[src/rtl/int_exp_pkg.sv]
// rtl/int_exp_pkg.sv - shared types and constants for the integer exp range-reduction front end
package int_exp_pkg;

    typedef enum logic [2:0] {
        ST_IDLE,
        ST_LN2DIV,
        ST_QDIV,
        ST_FIX,
        ST_DONE
    } state_t;

    localparam int LN2_FX_DEF = 177;
    localparam int Z_MAX_DEF  = 30;
    localparam int LN2_DIV_W  = 16;
    localparam int Q_DIV_W    = 32;

endpackage

[src/rtl/seq_udiv.sv]
// rtl/seq_udiv.sv - restoring unsigned divider, one quotient bit per cycle, variable iteration count
module seq_udiv #(
    parameter int N  = 32,
    parameter int CW = $clog2(N + 1)
) (
    input  logic          clk,
    input  logic          rst,
    input  logic          load,
    input  logic [CW-1:0] iters,
    input  logic [N-1:0]  dividend,
    input  logic [N-1:0]  divisor,
    output logic          busy,
    output logic          valid,
    output logic [N-1:0]  quotient
);

    logic [N-1:0]  rem, quo, dsr;
    logic [CW-1:0] cnt;
    logic [N-1:0]  src_rem, src_quo, src_div;
    logic [N:0]    trial, diff;
    logic          ge;
    logic [N-1:0]  rem_n, quo_n;

    // The load cycle already performs the first iteration, so a shorter division
    // is run by left-aligning the dividend and stopping early.
    always_comb begin
        src_rem = load ? '0 : rem;
        src_quo = load ? dividend : quo;
        src_div = load ? divisor : dsr;
        trial   = {src_rem, src_quo[N-1]};
        diff    = trial - {1'b0, src_div};
        ge      = trial >= {1'b0, src_div};
        rem_n   = ge ? diff[N-1:0] : trial[N-1:0];
        quo_n   = {src_quo[N-2:0], ge};
    end

    always_ff @(posedge clk) begin
        if (rst) begin
            rem   <= '0;
            quo   <= '0;
            dsr   <= '0;
            cnt   <= '0;
            valid <= 1'b0;
        end else if (load) begin
            rem   <= rem_n;
            quo   <= quo_n;
            dsr   <= divisor;
            cnt   <= iters - CW'(1);
            valid <= (iters == CW'(1));
        end else if (cnt != '0) begin
            rem   <= rem_n;
            quo   <= quo_n;
            cnt   <= cnt - CW'(1);
            valid <= (cnt == CW'(1));
        end else begin
            valid <= 1'b0;
        end
    end

    assign busy     = (cnt != '0);
    assign quotient = quo;

endmodule

[src/rtl/integer_exp_range_reduce.sv]
// rtl/integer_exp_range_reduce.sv - decomposes q = p - z*floor(LN2_FX/S) for the softmax integer exp
module integer_exp_range_reduce
    import int_exp_pkg::*;
#(
    parameter int WQ     = 32,
    parameter int WS     = 16,
    parameter int LN2_FX = LN2_FX_DEF,
    parameter int Z_MAX  = Z_MAX_DEF
) (
    input  logic                 clk,
    input  logic                 rst,
    input  logic                 start,
    input  logic signed [WQ-1:0] q,
    input  logic signed [WS-1:0] S,
    output logic signed [WQ-1:0] q_out,
    output logic signed [WS-1:0] S_out,
    output logic [4:0]           z_out,
    output logic                 done,
    output logic                 busy,
    output logic                 err,
    output logic                 sat
);

    localparam int DW = Q_DIV_W;
    localparam int CW = $clog2(DW + 1);

    state_t                 state, state_n;
    logic signed [WQ-1:0]   q_reg, q_clamp, q_src;
    logic signed [WS-1:0]   s_reg, cache_s;
    logic [LN2_DIV_W-1:0]   qln2_reg, cache_ln2, ln2_q;
    logic                   cache_valid, s_bad, hit, zq_big;
    logic                   div_load, div_busy, div_valid;
    logic [CW-1:0]          div_iters;
    logic [DW-1:0]          div_dividend, div_divisor, div_quo, zq, neg_q;

    assign q_clamp = q[WQ-1] ? q : '0;
    assign s_bad   = S[WS-1] || (S == '0);
    assign hit     = cache_valid && (S == cache_s);
    assign zq      = div_quo;
    assign ln2_q   = div_quo[LN2_DIV_W-1:0];
    assign zq_big  = zq > DW'(Z_MAX);
    assign q_src   = (state == ST_IDLE) ? q_clamp : q_reg;
    assign neg_q   = DW'(-q_src);

    seq_udiv #(.N(DW)) u_div (
        .clk      (clk),
        .rst      (rst),
        .load     (div_load),
        .iters    (div_iters),
        .dividend (div_dividend),
        .divisor  (div_divisor),
        .busy     (div_busy),
        .valid    (div_valid),
        .quotient (div_quo)
    );

    always_ff @(posedge clk) begin
        if (rst) state <= ST_IDLE;
        else     state <= state_n;
    end

    always_comb begin
        state_n      = state;
        div_load     = 1'b0;
        div_iters    = '0;
        div_dividend = '0;
        div_divisor  = '0;
        case (state)
            ST_IDLE: begin
                if (start) begin
                    if (s_bad) begin
                        state_n = ST_DONE;
                    end else if (hit) begin
                        state_n      = ST_QDIV;
                        div_load     = 1'b1;
                        div_iters    = CW'(Q_DIV_W);
                        div_dividend = neg_q;
                        div_divisor  = DW'(cache_ln2);
                    end else begin
                        state_n      = ST_LN2DIV;
                        div_load     = 1'b1;
                        div_iters    = CW'(LN2_DIV_W);
                        div_dividend = DW'(LN2_FX) << LN2_DIV_W;
                        div_divisor  = DW'($unsigned(S));
                    end
                end
            end
            ST_LN2DIV: begin
                if (div_valid && !div_busy) begin
                    if (ln2_q == '0) begin
                        state_n = ST_DONE;
                    end else begin
                        state_n      = ST_QDIV;
                        div_load     = 1'b1;
                        div_iters    = CW'(Q_DIV_W);
                        div_dividend = neg_q;
                        div_divisor  = DW'(ln2_q);
                    end
                end
            end
            ST_QDIV: begin
                if (div_valid && !div_busy) state_n = ST_FIX;
            end
            ST_FIX:  state_n = ST_DONE;
            ST_DONE: state_n = ST_IDLE;
            default: state_n = ST_IDLE;
        endcase
    end

    always_ff @(posedge clk) begin
        if (rst) begin
            q_reg       <= '0;
            s_reg       <= '0;
            qln2_reg    <= '0;
            cache_valid <= 1'b0;
            cache_s     <= '0;
            cache_ln2   <= '0;
            q_out       <= '0;
            S_out       <= '0;
            z_out       <= '0;
            err         <= 1'b0;
            sat         <= 1'b0;
        end else begin
            case (state)
                ST_IDLE: begin
                    if (start) begin
                        q_reg <= q_clamp;
                        s_reg <= S;
                        err   <= 1'b0;
                        sat   <= 1'b0;
                        if (s_bad) begin
                            q_out <= q_clamp;
                            S_out <= S;
                            z_out <= '0;
                            err   <= 1'b1;
                        end else if (hit) begin
                            qln2_reg <= cache_ln2;
                        end
                    end
                end
                ST_LN2DIV: begin
                    if (div_valid && !div_busy) begin
                        if (ln2_q == '0) begin
                            q_out <= q_reg;
                            S_out <= s_reg;
                            z_out <= '0;
                            err   <= 1'b1;
                        end else begin
                            qln2_reg    <= ln2_q;
                            cache_valid <= 1'b1;
                            cache_s     <= s_reg;
                            cache_ln2   <= ln2_q;
                        end
                    end
                end
                ST_FIX: begin
                    S_out <= s_reg;
                    if (zq_big) begin
                        z_out <= 5'(Z_MAX);
                        q_out <= '0;
                        sat   <= 1'b1;
                    end else begin
                        // 48-bit multiply-add so zq*q_ln2 cannot wrap before the sum
                        z_out <= zq[4:0];
                        q_out <= WQ'({{(48-WQ){q_reg[WQ-1]}}, q_reg} + 48'(zq) * 48'(qln2_reg));
                    end
                end
                default: ;
            endcase
        end
    end

    assign done = (state == ST_DONE);
    assign busy = (state != ST_IDLE);

endmodule
[config.mk]
export PLATFORM = sky130hd
export DESIGN_NAME = integer_exp_range_reduce
export DESIGN_NICKNAME = d
export VERILOG_FILES = /design/src/rtl/int_exp_pkg.sv /design/src/rtl/seq_udiv.sv /design/src/rtl/integer_exp_range_reduce.sv
export SDC_FILE = /design/constraint.sdc
export NUM_CORES = 2
export LEC_CHECK = 0
export CAP_MARGIN = 30
export CORE_MARGIN = 5
export CORE_UTILIZATION = 55
export DETAILED_ROUTE_END_ITERATION = 8
export GPL_ROUTABILITY_DRIVEN = 0
export MAX_ROUTING_LAYER = met4
export PLACE_DENSITY_LB_ADDON = 0.1
export SYNTH_ARGS = -nofsm -noshare
export SYNTH_HDL_FRONTEND = slang
export SYNTH_HIERARCHICAL = 1
export SYNTH_SLANG_ARGS = --single-unit
[constraint.sdc]
create_clock -name clk -period 11.3 [get_ports clk]
set_input_delay 3.39 -clock clk [delete_from_list [all_inputs] [get_ports clk]]
set_output_delay 3.39 -clock clk [all_outputs]
set_load 0.01 [all_outputs]
### Yosys cells after proc, flatten, opt, wreduce, memory -nomap -nowiden

Index checks and enable logic that the tools add are counted.

* $add $sub $neg: 5
* $mul: 1
* order comparisons: 2
* eq/ne operators: 16
* multiplexer cells: 75
* bitwise logic cells: 1
* reduce and logical (&&, ||, !) cells: 20

Operators by type and width (number)
* $mux W32: 20
* $mux W16: 14
* $pmux W32 S3: 1
* $pmux W16 S2: 2
* $pmux W32 S2: 1
* $pmux W16 S3: 1
* $mux W6: 7
* $ge A33 B32 Y1: 1
* $add A32 B32 Y32: 1
* $gt A32 B5 Y1 const B: 1
* $logic_not A16 Y1: 2
* $mul A32 B16 Y32: 1
* $neg A32 Y32: 1
* $sub A32 B32 Y32: 1
* $mux W5: 5
* $ne A2 B2 Y1 const B: 9
* $eq A16 B16 Y1: 1
* $mux W3: 5
* $pmux W5 S3: 1
* $eq A6 B1 Y1 const B: 2
* $mux W1: 12
* $pmux W3 S4: 1
* $pmux W6 S2: 1
* $sub A6 B1 Y6 const B: 2
* 18 further kinds: 27

* register bits: 258
* bits of input ports: 51

### Logic depth before layout (Yosys ltp)

* depth in word-level cells: 12
* mapped depth: 27
* depth with buffers taken out: 22

### Hierarchy

Netlist, hierarchy kept.

Modules (own cells, without submodules)
* integer_exp_range_reduce: instances 1, cells each 2612, area each 20828.7 µm², seq. area each 3103.0 µm²
* seq_udiv: instances 1, cells each 835, area each 6442.4 µm², seq. area each 2062.0 µm²

### Worst setup path after synthesis

No wires, ideal clock.

* path type: input-to-reg
* from: input S[8]
* to: register u_div.rem[17]
* setup time: 0.091 ns
* arrival time: 7.178 ns
* path slack: 4.031 ns
* cell stages on the path: 20
* buffers on the path: 6
* cell sequence: nor4_1 a41oi_1 a21oi_1 inv_1 clkbuf_1 clkbuf_1 clkbuf_1 mux2i_1 ha_1 buf_2 a21o_1 a21o_1 a21oi_1 o21ai_0 a21oi_2 and2_4 buf_6 buf_4 nand2_1 a311oi_1

* elaborated cells between the ends (all ways): 24
* those cells by class: 1 x add/sub; 1 x order compare; 1 x eq/ne; 17 x mux; 4 x reduce/logical

RTL lines
* start: declaration: RTL line integer_exp_range_reduce.sv:14 `input logic signed [WS-1:0] S,`
* $logic_not A16 Y1 (*): RTL line integer_exp_range_reduce.sv:37 `assign s_bad = S[WS-1] || (S == '0);`
* $logic_or A1 B1 Y1 (*): RTL line integer_exp_range_reduce.sv:37
* $mux W1 (*): RTL line integer_exp_range_reduce.sv:71 `if (s_bad) begin`
* $mux W1 (*): RTL line integer_exp_range_reduce.sv:70 `if (start) begin`
* $pmux W1 S2 (*): RTL line integer_exp_range_reduce.sv:68 `case (state)`
* via div_load: RTL line integer_exp_range_reduce.sv:32 `logic div_load, div_busy, div_valid;`
* $mux W32 (on tied branches)
* $sub A32 B32 Y32 or $ge A33 B32 Y1 (tied branches): RTL line seq_udiv.sv:31, seq_udiv.sv:32
* $mux W32: RTL line seq_udiv.sv:33 `rem_n = ge ? diff[N-1:0] : trial[N-1:0];`
* $mux W32: RTL line seq_udiv.sv:50 `end else if (cnt != '0) begin`
* $mux W32: RTL line seq_udiv.sv:44 `end else if (load) begin`
* end signal: assignment: RTL line seq_udiv.sv:45 `rem <= rem_n;`
* end signal: assignment: RTL line seq_udiv.sv:51 `rem <= rem_n;`
* end: declaration: RTL line seq_udiv.sv:17 `logic [N-1:0] rem, quo, dsr;`

Mark *: on every way through the listed nets, which the timed path passes. The rest lies on a longest branch. The select of a mux whose other input is x is not followed.
A chain may end at the register's enable or synchronous reset.

### Worst setup path in the final report

* from: input S[7]
* to: register u_div.rem[22]

The elaborated chain is that of the path after synthesis.

==> results.md <==
### Run status
• run status: finished, final reports clean

### Placement
• instance area at placement: 28800 sq um
• I/O Buffers: 107
• DPL Wire Length: 63.7 mm
• cell total after placement: 4075

### Critical path
• critical path capture point type: flop
• worst setup path class: in -> reg
• category of cells accounting for the largest share of critical-path delay: compound AO/OA/AOI/OAI gates
• Cell Chain, Critical Path: clkdlybuf4s50_1 > nor4_1 > a41oi_1 > a21oi_1 > inv_4 > mux2i_1 > ha_1 > a21o_1 > a21o_1 > a21oi_1 > o21ai_0 > a21oi_2 > nand2_2 > nand2_1 > o21ai_0
• R2R Setup Slk: 3.74 ns
• RR Endpoint: q_out[27]$_SDFFE_PP0P_
• Critical Path Slowest Stage Cell: inv_4
• Max stage delay on crit path: 0.74 ns
• Crit path required time: 11.77 ns
• instance count on the critical path: 15
• data arrival time at the worst-slack endpoint: 9.03 ns
• worst setup path endpoint: u_div/rem[22]$_SDFFE_PP0P_
• crit start category: input port
• Worst Path Buf+Inv: 2
• first element of the critical path: S[7]
• largest driver fanout on the critical path: 70
• worst reg2reg path startpoint: qln2_reg[3]$_SDFFE_PP0P_
• reg2reg path depth: 20

### Layout
• most frequent cells in the layout: nand2_1, inv_1, fa_1, dfxtp_1, a21oi_1
• fraction of layout cells with a size suffix above 1: 4.84%
• filler cell count: 4467
• count of placed standard cells in the final layout, fillers left out: 4136
• final standard cell area without fillers: 30000 sq um
• most common library cell in the layout ignoring fill and taps: nand2_1
• number of nets in the layout: 3936
• post-layout util: 61.3%
• signed area change from the synthesized netlist to the final layout: 10.1%

### Global route
• largest net degree at the start of global routing: 95
• global route overflow: 0
• wire length of the first global-routing pass: 137 mm
• initial antenna violation count: 1
• number of global-route vias before repair: 24400
• global-route total usage across every layer: 32.9%

### Timing
• transition time at the pin with the least slew margin: 1.12 ns
• fraction of the cycle the final worst path needs: 75.8%
• fin crit period: 8.56 ns
• worst-case clock skew: 0.0212 ns
• number of hold-slack violations in the final timing report: 0
• final setup TNS: 0 ns
• worst hold slack across all endpoints: 0.460 ns
• slew margin rel.: 25.6%
• FMAX: 0.117 GHz
• final-report max-slew violation count: 0
• setup violation total in the final timing report: 0
• unrepaired setup endpoints after global routing: false

### Synth
• Area contributors post-synth: fa_1, dfxtp_1, nand2_1, inv_1, ha_1
• post-synthesis instance area: 27300 sq um
• number of warnings printed during yosys synthesis: 6
• number of standard cells after synthesis: 3447
• ys async rst share: 0%
• register area share after synthesis: 18.9%
• library cell occupying the most area in the post-synthesis netlist: fa_1
• number of flops mapped to enable cells by yosys: 0
• ys flop type: dfxtp_1
• Seq cells post-synth: 258
• post-synthesis area per instance: 7.91 sq um
• Yosys cell types: 89
• post-synth top area share: 24.6%

### Drt
• mean routed wirelength per cell: 21.0 um
• routed wire length: 86.7 mm
• Antenna Violating Nets Remaining: 0
• total vias in the final route: 24300
• number of iterations in the first detailed-routing pass: 6
• Via-to-Cell Ratio: 5.87
• drt initial violations: 2456
• drt drc: 0

### Die
• IO Count: 108
• initial core utilization: 55.7%
• Die Area: 54100 sq um
• die width: 233 um
• number of placement rows: 81
• placeable core area: 49000 sq um
• vertical die dimension: 233 um

### Clock network
• TritonCTS clock tree: done
• buffers inserted during post-CTS setup optimization: 0
• latest clock arrival within the worst-skew pair: 0.62 ns
• Max Root-Sink Buffers: 3
• number of clock buffers inserted by TritonCTS: 31
• CTS Sinks: 258
• clock transition at the registers of the reported paths: 0.06 ns
• number of H-tree branching levels: 1
• hold-fix buffer count after cts: 0
• Post-CTS Resized: 0
• Clock Root Buffer: clkbuf_16

### Min path
• path type of the worst min-delay path: reg -> reg

### Power
• power share of the combinational group: 44.6%
• share of total power in sequential cells: 27.3%
• worst vdd ir: 0.176 mV
• proportion of total power due to net switching: 41.1%
• Int Power: 2420 uW
• cell leakage power: 0.0130 uW
• part of the power in the clock network: 28.1%
• reported net switching power: 1690 uW
• power density relative to cell area: 137 nW/um^2

### Flow run
• number of violations of the max-capacitance limit: 0

[how the worst min path moves through the flow]
stage	from	to	slack [ns]	depth (start not counted)
after floorplan	u_div/rem[21]$_SDFFE_PP0P_	u_div/rem[21]$_SDFFE_PP0P_	0.42	2
after global placement	u_div/rem[21]$_SDFFE_PP0P_	u_div/rem[21]$_SDFFE_PP0P_	0.44	2
after global routing	z_out[2]$_SDFFE_PP0P_	z_out[2]$_SDFFE_PP0P_	0.48	2
after CTS	q_out[12]$_SDFFE_PP0P_	q_out[12]$_SDFFE_PP0P_	0.46	2
final	q_out[12]$_SDFFE_PP0P_	q_out[12]$_SDFFE_PP0P_	0.46	2
after detailed placement	u_div/rem[21]$_SDFFE_PP0P_	u_div/rem[21]$_SDFFE_PP0P_	0.44	2
[power groups by stage]
stage                     combinational [uW]  clock, uW  sequential (uW)
final                                   1830       1160             1120
after global routing                    1990       1210             1130
after CTS                               1800       1170             1120
after detailed placement                1790          0             1140
after global placement                  1750          0             1130
after floorplan                         1280          0             1120
[worst register-to-register path, cell delays in order, from the launching register on]
cell and delay [ns]:
dfxtp_1 0.69, buf_4 0.43, nand2_1 0.16, fa_1 0.60, fa_1 0.44, fa_1 0.51
inv_1 0.05, fa_1 0.46, fa_1 0.55, inv_1 0.07, fa_1 0.56, inv_1 0.05
ha_1 0.38, a21oi_1 0.35, o21ai_0 0.30, a2111oi_0 0.43, nand3_1 0.27, a21oi_1 0.23
xnor2_1 0.09, a222oi_1 0.64, a21oi_1 0.16
[synthesized netlist by cell type, types with 5 or more instances]
| cell type | instances |
|---|---|
| xnor2_1 | 75 |
| a31oi_1 | 48 |
| and3_1 | 17 |
| or2_2 | 8 |
| nand4_1 | 15 |
| clkbuf_1 | 175 |
| and4_1 | 9 |
| ha_1 | 105 |
| o21ai_0 | 90 |
| nor4_1 | 15 |
| nand2_1 | 594 |
| nand3_1 | 52 |
| inv_1 | 482 |
| buf_1 | 10 |
| and2_1 | 156 |
| a32oi_1 | 6 |
| a222oi_1 | 9 |
| a211oi_1 | 35 |
| nand2b_1 | 11 |
| o21a_1 | 12 |
| o22ai_1 | 8 |
| a221o_1 | 8 |
| mux2_2 | 12 |
| o221ai_1 | 6 |
| nor2_1 | 238 |
| a21o_1 | 19 |
| mux2i_1 | 71 |
| buf_6 | 5 |
| o21bai_1 | 9 |
| o211ai_1 | 11 |
| a22oi_1 | 7 |
| or3_1 | 13 |
| a2bb2oi_1 | 8 |
| nor2b_1 | 41 |
| xor2_1 | 45 |
| fa_1 | 335 |
| dfxtp_1 | 258 |
| nor3_1 | 40 |
| a21oi_1 | 241 |
| a311oi_1 | 29 |
| buf_2 | 32 |
[cell type report]
| class | count | area, sq um | area share (%) |
|---|---|---|---|
| multi-input cells | 2503 | 19500 | 64.8 |
| flip-flops and latches | 258 | 5160 | 17.2 |
| inverters | 485 | 1820 | 6.07 |
| repair buffers | 166 | 1550 | 5.16 |
| clock buffers | 40 | 880 | 2.93 |
| well taps | 664 | 831 | 2.77 |
| clock inverters | 18 | 304 | 1.01 |
| diodes | 2 | 5.00 | 0.0167 |
[kinds of logic after synthesis]
family / synth area share [%]
compound gates: 13.7
other cells: 0.0138
mux: 3.10
buf+inv: 10.2
fa+ha+maj: 29.4
xor+xnor: 3.94
flops: 18.9
simple gates: 20.8
[metrics by stage]
step	setup WS [ns]	total power (uW)
6_report	2.74	4110
4_1_cts	2.92	4090
3_3_place_gp	2.47	2890
5_1_grt	2.44	4330
3_5_place_dp	2.31	2920
2_1_floorplan	4.03	2390
[routing by layer]
metal | GRT usage (%) | vias to the layer above | routed length, um | share of wire [%]
met5 | - | - | 0 | 0
met4 | 12.2 | 0 | 3610 | 4.2
met3 | 5.86 | 221 | 7560 | 8.7
met2 | 51.8 | 1171 | 40500 | 47
met1 | 42.8 | 11800 | 35000 | 40
li1 | - | 11000 | - | -
(Power assumes the default switching activity.)
